[config.mk]
export PLATFORM = sky130hd
export DESIGN_NAME = beep_sched
export DESIGN_NICKNAME = d
export VERILOG_FILES = /design/src/rtl/beep_sched.sv
export SDC_FILE = /design/constraint.sdc
export NUM_CORES = 1
export LEC_CHECK = 0
export CAP_MARGIN = 30
export CORE_UTILIZATION = 64
export CTS_CLUSTER_DIAMETER = 40
export DETAILED_ROUTE_END_ITERATION = 10
export GPL_TIMING_DRIVEN = 0
export PLACE_DENSITY = 0.95
export SKIP_CTS_REPAIR_TIMING = 1
export SYNTH_ARGS = -nofsm -noshare
export SYNTH_HDL_FRONTEND = slang
export SYNTH_SLANG_ARGS = --single-unit
export TNS_END_PERCENT = 1
[constraint.sdc]
create_clock -name clk -period 9.7 [get_ports clk]
set_input_delay 1.455 -clock clk [delete_from_list [all_inputs] [get_ports clk]]
set_output_delay 1.455 -clock clk [all_outputs]
set_load 0.05 [all_outputs]
[src/rtl/beep_sched.sv]
// beep_sched: fixed-priority scheduler for the shared piezo beeper.
// Arbitrates alarm > chime > click, sequences the selected pattern and
// drives a square-wave tone generator from the registered half-period.
module beep_sched #(
  parameter int unsigned CLICK_MS     = 30,
  parameter int unsigned NOTE_MS      = 400,
  parameter int unsigned GAP_MS       = 50,
  parameter int unsigned ALARM_ON_MS  = 250,
  parameter int unsigned ALARM_OFF_MS = 250,
  parameter int unsigned ALARM_BURSTS = 120
) (
  input  logic        clk,
  input  logic        rst_n,
  input  logic        tick_ms,
  input  logic        alarm_req,
  input  logic        alarm_stop,
  input  logic        chime_req,
  input  logic        click_req,
  output logic        beep,
  output logic [15:0] tone_div,
  output logic [2:0]  grant,
  output logic        busy
);

  localparam logic [2:0] S_IDLE       = 3'd0;
  localparam logic [2:0] S_CLICK      = 3'd1;
  localparam logic [2:0] S_CHIME_NOTE = 3'd2;
  localparam logic [2:0] S_CHIME_GAP  = 3'd3;
  localparam logic [2:0] S_ALARM_ON   = 3'd4;
  localparam logic [2:0] S_ALARM_OFF  = 3'd5;

  localparam logic [15:0] SILENT     = 16'hFFFF;
  localparam logic [15:0] CLICK_TONE = 16'h2F74;
  localparam logic [15:0] ALARM_TONE = 16'h2F74;

  localparam logic [15:0] CLICK_LAST = 16'(CLICK_MS - 1);
  localparam logic [15:0] NOTE_LAST  = 16'(NOTE_MS - 1);
  localparam logic [15:0] GAP_LAST   = 16'(GAP_MS - 1);
  localparam logic [15:0] ON_LAST    = 16'(ALARM_ON_MS - 1);
  localparam logic [15:0] OFF_LAST   = 16'(ALARM_OFF_MS - 1);

  localparam int unsigned BW = (ALARM_BURSTS > 1) ? $clog2(ALARM_BURSTS + 1) : 1;
  localparam logic [BW-1:0] BURST_LAST = BW'(ALARM_BURSTS - 1);

  logic [2:0]    state, state_nxt;
  logic [15:0]   ms_cnt, ms_cnt_nxt;
  logic [2:0]    note_idx, note_nxt;
  logic [BW-1:0] burst_cnt, burst_nxt;
  logic          alarm_pend, alarm_pend_nxt;
  logic          chime_pend, chime_pend_nxt;
  logic [15:0]   ms_last;
  logic          ms_done;
  logic          alarm_go, chime_go;
  logic          in_alarm, in_chime;
  logic [2:0]    grant_nxt;
  logic [15:0]   tone_nxt;
  logic [15:0]   tone_cnt;

  function automatic logic [15:0] melody(input logic [2:0] idx);
    case (idx)
      3'd0:    return 16'h6A88;
      3'd1:    return 16'h8637;
      3'd2:    return 16'h7794;
      3'd3:    return 16'hB327;
      3'd4:    return 16'hB327;
      3'd5:    return 16'h7794;
      3'd6:    return 16'h6A88;
      default: return 16'h8637;
    endcase
  endfunction

  // Arbitration, sequencing and registered-output next values.
  always_comb begin
    in_alarm = (state == S_ALARM_ON) || (state == S_ALARM_OFF);
    in_chime = (state == S_CHIME_NOTE) || (state == S_CHIME_GAP);
    alarm_go = (alarm_req | alarm_pend) & ~alarm_stop;
    chime_go = chime_req | chime_pend;

    case (state)
      S_CLICK:      ms_last = CLICK_LAST;
      S_CHIME_NOTE: ms_last = NOTE_LAST;
      S_CHIME_GAP:  ms_last = GAP_LAST;
      S_ALARM_ON:   ms_last = ON_LAST;
      S_ALARM_OFF:  ms_last = OFF_LAST;
      default:      ms_last = '0;
    endcase
    ms_done = tick_ms && (ms_cnt == ms_last);

    state_nxt      = state;
    note_nxt       = note_idx;
    burst_nxt      = burst_cnt;
    alarm_pend_nxt = alarm_pend;
    chime_pend_nxt = chime_pend;

    if (alarm_stop) begin
      alarm_pend_nxt = 1'b0;
    end else if (alarm_req && !in_alarm) begin
      alarm_pend_nxt = 1'b1;
    end
    if (chime_req && !in_chime) begin
      chime_pend_nxt = 1'b1;
    end

    case (state)
      S_IDLE: begin
        if (alarm_go) begin
          state_nxt      = S_ALARM_ON;
          burst_nxt      = '0;
          alarm_pend_nxt = 1'b0;
        end else if (chime_go) begin
          state_nxt      = S_CHIME_NOTE;
          note_nxt       = '0;
          chime_pend_nxt = 1'b0;
        end else if (click_req) begin
          state_nxt = S_CLICK;
        end
      end
      S_CLICK, S_CHIME_NOTE, S_CHIME_GAP: begin
        if (alarm_go) begin
          state_nxt      = S_ALARM_ON;
          burst_nxt      = '0;
          alarm_pend_nxt = 1'b0;
        end else if (ms_done) begin
          if (state == S_CLICK) begin
            state_nxt = S_IDLE;
          end else if (state == S_CHIME_NOTE) begin
            state_nxt = S_CHIME_GAP;
          end else if (note_idx == 3'd7) begin
            state_nxt = S_IDLE;
          end else begin
            state_nxt = S_CHIME_NOTE;
            note_nxt  = note_idx + 3'd1;
          end
        end
      end
      S_ALARM_ON: begin
        if (alarm_stop) begin
          state_nxt = S_IDLE;
        end else if (ms_done) begin
          state_nxt = S_ALARM_OFF;
        end
      end
      S_ALARM_OFF: begin
        if (alarm_stop) begin
          state_nxt = S_IDLE;
        end else if (ms_done) begin
          if (burst_cnt == BURST_LAST) begin
            state_nxt = S_IDLE;
          end else begin
            state_nxt = S_ALARM_ON;
            burst_nxt = burst_cnt + 1'b1;
          end
        end
      end
      default: state_nxt = S_IDLE;
    endcase

    if ((state_nxt != state) || (state_nxt == S_IDLE)) begin
      ms_cnt_nxt = '0;
    end else if (tick_ms) begin
      ms_cnt_nxt = ms_cnt + 16'd1;
    end else begin
      ms_cnt_nxt = ms_cnt;
    end

    case (state_nxt)
      S_CLICK:      begin grant_nxt = 3'b001; tone_nxt = CLICK_TONE;        end
      S_CHIME_NOTE: begin grant_nxt = 3'b010; tone_nxt = melody(note_nxt); end
      S_CHIME_GAP:  begin grant_nxt = 3'b010; tone_nxt = SILENT;            end
      S_ALARM_ON:   begin grant_nxt = 3'b100; tone_nxt = ALARM_TONE;        end
      S_ALARM_OFF:  begin grant_nxt = 3'b100; tone_nxt = SILENT;            end
      default:      begin grant_nxt = 3'b000; tone_nxt = SILENT;            end
    endcase
  end

  // Sequencer state, counters, pending flags and registered outputs.
  always_ff @(posedge clk) begin
    if (!rst_n) begin
      state      <= S_IDLE;
      ms_cnt     <= '0;
      note_idx   <= '0;
      burst_cnt  <= '0;
      alarm_pend <= 1'b0;
      chime_pend <= 1'b0;
      grant      <= '0;
      tone_div   <= SILENT;
    end else begin
      state      <= state_nxt;
      ms_cnt     <= ms_cnt_nxt;
      note_idx   <= note_nxt;
      burst_cnt  <= burst_nxt;
      alarm_pend <= alarm_pend_nxt;
      chime_pend <= chime_pend_nxt;
      grant      <= grant_nxt;
      tone_div   <= tone_nxt;
    end
  end

  // Square-wave generator: restarts on every half-period change, parks low when silent.
  always_ff @(posedge clk) begin
    if (!rst_n) begin
      tone_cnt <= '0;
      beep     <= 1'b0;
    end else if (tone_nxt == SILENT) begin
      tone_cnt <= '0;
      beep     <= 1'b0;
    end else if (tone_nxt != tone_div) begin
      tone_cnt <= '0;
    end else if (tone_cnt == tone_div - 16'd1) begin
      tone_cnt <= '0;
      beep     <= ~beep;
    end else begin
      tone_cnt <= tone_cnt + 16'd1;
    end
  end

  assign busy = |grant;

endmodule

==> results.txt <==
The footprint of the multi-input gates was 2420 um^2; the leakage dissipation was 1.55 nW. The clock transition at the registers of the reported paths came out at 70 ps. Port buffering added 24 buffers.

The first global-routing pass estimated 15.4 mm of wire. Counting the fill cells in the layout gives 403. The number of placement rows is 27. The area fraction of the dominant cell type after synthesis was 32.1%; the deepest clock path buffer count was 2. The routed layout has 3666 vias. For this run, the post-layout net count is 514. Among all cell types in the netlist, the one instantiated most often is dfxtp_1. The die span in y works out to 79.7 um. Counting flops with a built-in enable in the synthesized netlist gives 0. The effective utilization at floorplan was 68.1%.

The tools report the net switching component of the power as 214 uW. Counting instances in the post-synthesis netlist gives the leading cell types as dfxtp_1, nor2_1, nand2_1. The largest driver fanout on the critical path works out to 10.

Adding up every negative setup slack in the final design gives 0 ps. Detailed-route wire length per cell: 16.2 um. Synthesis produced a netlist with a net count of 479. The area growth from synthesis to layout was 12.9%; the register share of total power was 43.0%. VDD sags by at most 0.0887 mV. The wire length after detailed routing is 9.36 mm, and the setup-violating endpoint count in the final report is 0. The total of max-cap violations was 0; the fmax was 199 MHz.

The worst setup path is launched from an input pin. The run gives 9 as the TritonCTS buffer count. Data on the critical path is required at its endpoint by 9980 ps.

The run gives 0 as the number of antenna violations at the first check in global routing. The root buffer cell chosen for the clock tree is clkbuf_8. The tools report the count of final hold-check violations as 0. In the final layout, flip-flops and latches occupy 1240 um^2. Setup repair after global routing left no endpoint under its margin. Category of the critical setup timing path: input pin to flop. For the cell-internal power, the log shows 418 uW. After synthesis the netlist holds a flip-flop and latch count of 62. In the synthesized netlist the async set-or-reset flop fraction comes to 0%. The DRC violations left is 0, and the relative slew slack is 38.3%. The tools report the overall die area as 6360 um^2. Routability-driven placement finished with a final weighted congestion of 0.904. The detailed-placement wirelength estimate came out at 6.83 mm. For the pin with the worst max-slew slack, the measured transition is 918 ps. For this block, the initial DRC count from the detailed router was 416. For the all-layer global routing usage, the log shows 31.6%.

The mapped netlist covers 3870 um^2. 28 I/O pins were placed. Counting every sink on the clock net gives 62. Dividing the final minimum period by the clock period gives 51.9%.

For this run, the leading register cell type out of synthesis is dfxtp_1. A synthesized cell averages 8.30 um^2. The die extent in x was 79.7 um. The count of nets left with antenna violations once routing finished came out at 0. Including well taps, the total number of placed cells is 562. In this run the worst hold path is classified as flop to flop.

dfxtp_1 takes more of the synthesized area than any other cell. For the number of global-route vias before repair, the log shows 3331. The tools report the combinational share of power as 25.8%. The insertion delay to the later sink of the worst-skew pair is 340 ps.

The power density over cell area is 145 nW/um^2, and the total overflow reported by the global router is 0. After synthesis, flip-flops and latches occupy 32.1% of the total area. The mean number of vias per cell was 6.34; the fraction of final layout cells with drive strength greater than 1 was 12.1%. The number of warnings reported in the yosys synthesis log is 0. The netlist uses 75 different library cells. The final worst clock skew is 11.0 ps.

The run finished with clean final reports. Data on the critical path arrives at its endpoint at 5320 ps. 0 antenna diodes ended up in the layout. The share of total power consumed by net switching is 33.8%, and the count of TritonRoute iterations in the first routing pass is 5.

Hold is met by 494 ps. The H-tree was split into 3 levels. The critical path endpoint category was a flop.

The worst register-to-register path has a setup slack of 5540 ps. The region available for standard cell placement spans 5680 um^2. The tools report the max-slew violation total from the final report as 0. The pin count of the biggest net entering global routing was 11; the final period demand of the worst path was 5040 ps. The clock network power share is 31.2%. TritonCTS built the clock tree. Leaving out filler cells and counting taps, the final layout contains 578.

Sorting the synthesized cells by area gives the leading types as dfxtp_1, xnor2_1, xor2_1. The tools report the instance count of the mapped netlist as 466.
-- stage by stage --
step / instance area [um^2] / power, mW / worst slack, ps / utilization, %
floorplan: 3870 / 0.394 / 5350 / -
global route: 4370 / 0.658 / 4370 / 76.9
detailed placement: 4200 / 0.435 / 4530 / 74.0
global placement: 4200 / 0.431 / 4620 / 74.0
CTS: 4370 / 0.630 / 4800 / 76.9
finish: 4370 / 0.632 / 4660 / 76.9
-- layer usage --
layer | routed length, um | GRT usage [%]
met5 | 0 | 0
met4 | 267 | 14.3
met3 | 896 | 5.94
met2 | 4230 | 49.5
met1 | 3970 | 42.1
-- sequential cells by signal (all words and copies together), names as in the netlist --
| name | count |
|---|---|
| alarm_pend | 1 |
| beep | 1 |
| burst_cnt | 7 |
| chime_pend | 1 |
| grant | 3 |
| ms_cnt | 16 |
| note_idx | 3 |
| state | 3 |
| tone_cnt | 16 |
| tone_div | 11 |
-- worst paths after layout --
kind              cells after the start                   start                      end
setup / recovery                     11              alarm_stop  tone_cnt[13]$_SDFF_PP0_
hold / removal                        1  tone_cnt[0]$_SDFF_PP0_   tone_cnt[0]$_SDFF_PP0_
setup reg to reg                     12     state[0]$_SDFF_PN0_  tone_cnt[13]$_SDFF_PP0_
hold reg to reg                       1  tone_cnt[0]$_SDFF_PP0_   tone_cnt[0]$_SDFF_PP0_
-- power by group through the flow --
stage | combinational (mW) | sequential, mW | clock (mW)
after floorplan | 0.101 | 0.294 | 0
after global placement | 0.155 | 0.276 | 0
after detailed placement | 0.158 | 0.277 | 0
after CTS | 0.160 | 0.271 | 0.198
after global routing | 0.173 | 0.272 | 0.212
final | 0.163 | 0.271 | 0.197
-- layout by cell type (no fill, tap or decap), drive strengths merged, types with 4 or more instances in the layout --
| master | instances |
|---|---|
| a21o | 6 |
| or3 | 6 |
| nand4 | 12 |
| xor2 | 25 |
| nor2 | 67 |
| clkdlybuf4s50 | 24 |
| nand2 | 38 |
| nor3 | 19 |
| a21oi | 12 |
| nor2b | 7 |
| and3 | 15 |
| nand3 | 21 |
| nand2b | 4 |
| dfxtp | 62 |
| and4 | 4 |
| buf | 12 |
| or2 | 4 |
| nor4 | 7 |
| o31ai | 5 |
| clkbuf | 24 |
| o21ai | 14 |
| a31oi | 6 |
| inv | 16 |
| and2 | 12 |
| ha | 6 |
| xnor2 | 26 |
-- final cells by class --
class	instances	share of cell area (%)
Buffer	24	3.38
Sequential cell	62	28.4
Timing Repair Buffer	24	5.50
Tap cell	72	2.06
Multi-Input combinational cell	364	55.4
Clock buffer	12	3.32
Inverter	16	1.38
Clock inverter	4	0.516
-- kinds of logic after synthesis --
| logic type | Yosys count | synth area share, % |
|---|---|---|
| buffers and inverters | 40 | 5.37 |
| adder cells (fa/ha/maj) | 6 | 1.94 |
| XOR/XNOR | 51 | 11.5 |
| multiplexers | 4 | 1.07 |
| AND/OR/NAND/NOR | 227 | 33.0 |
| other | 1 | 0.0970 |
| AO/OA/AOI/OAI | 75 | 14.9 |
| flip-flops | 62 | 32.1 |
-- worst max-delay path: stages --
cell             delay, ps
clkdlybuf4s50_1        490
o21ba_1                250
or3b_2                 550
o31ai_4                400
a21oi_2                180
nor3_1                 790
nand2_1                160
a32oi_2                440
nand4_4                240
buf_6                  250
nor2_4                 100
(Power assumes the default switching activity.)
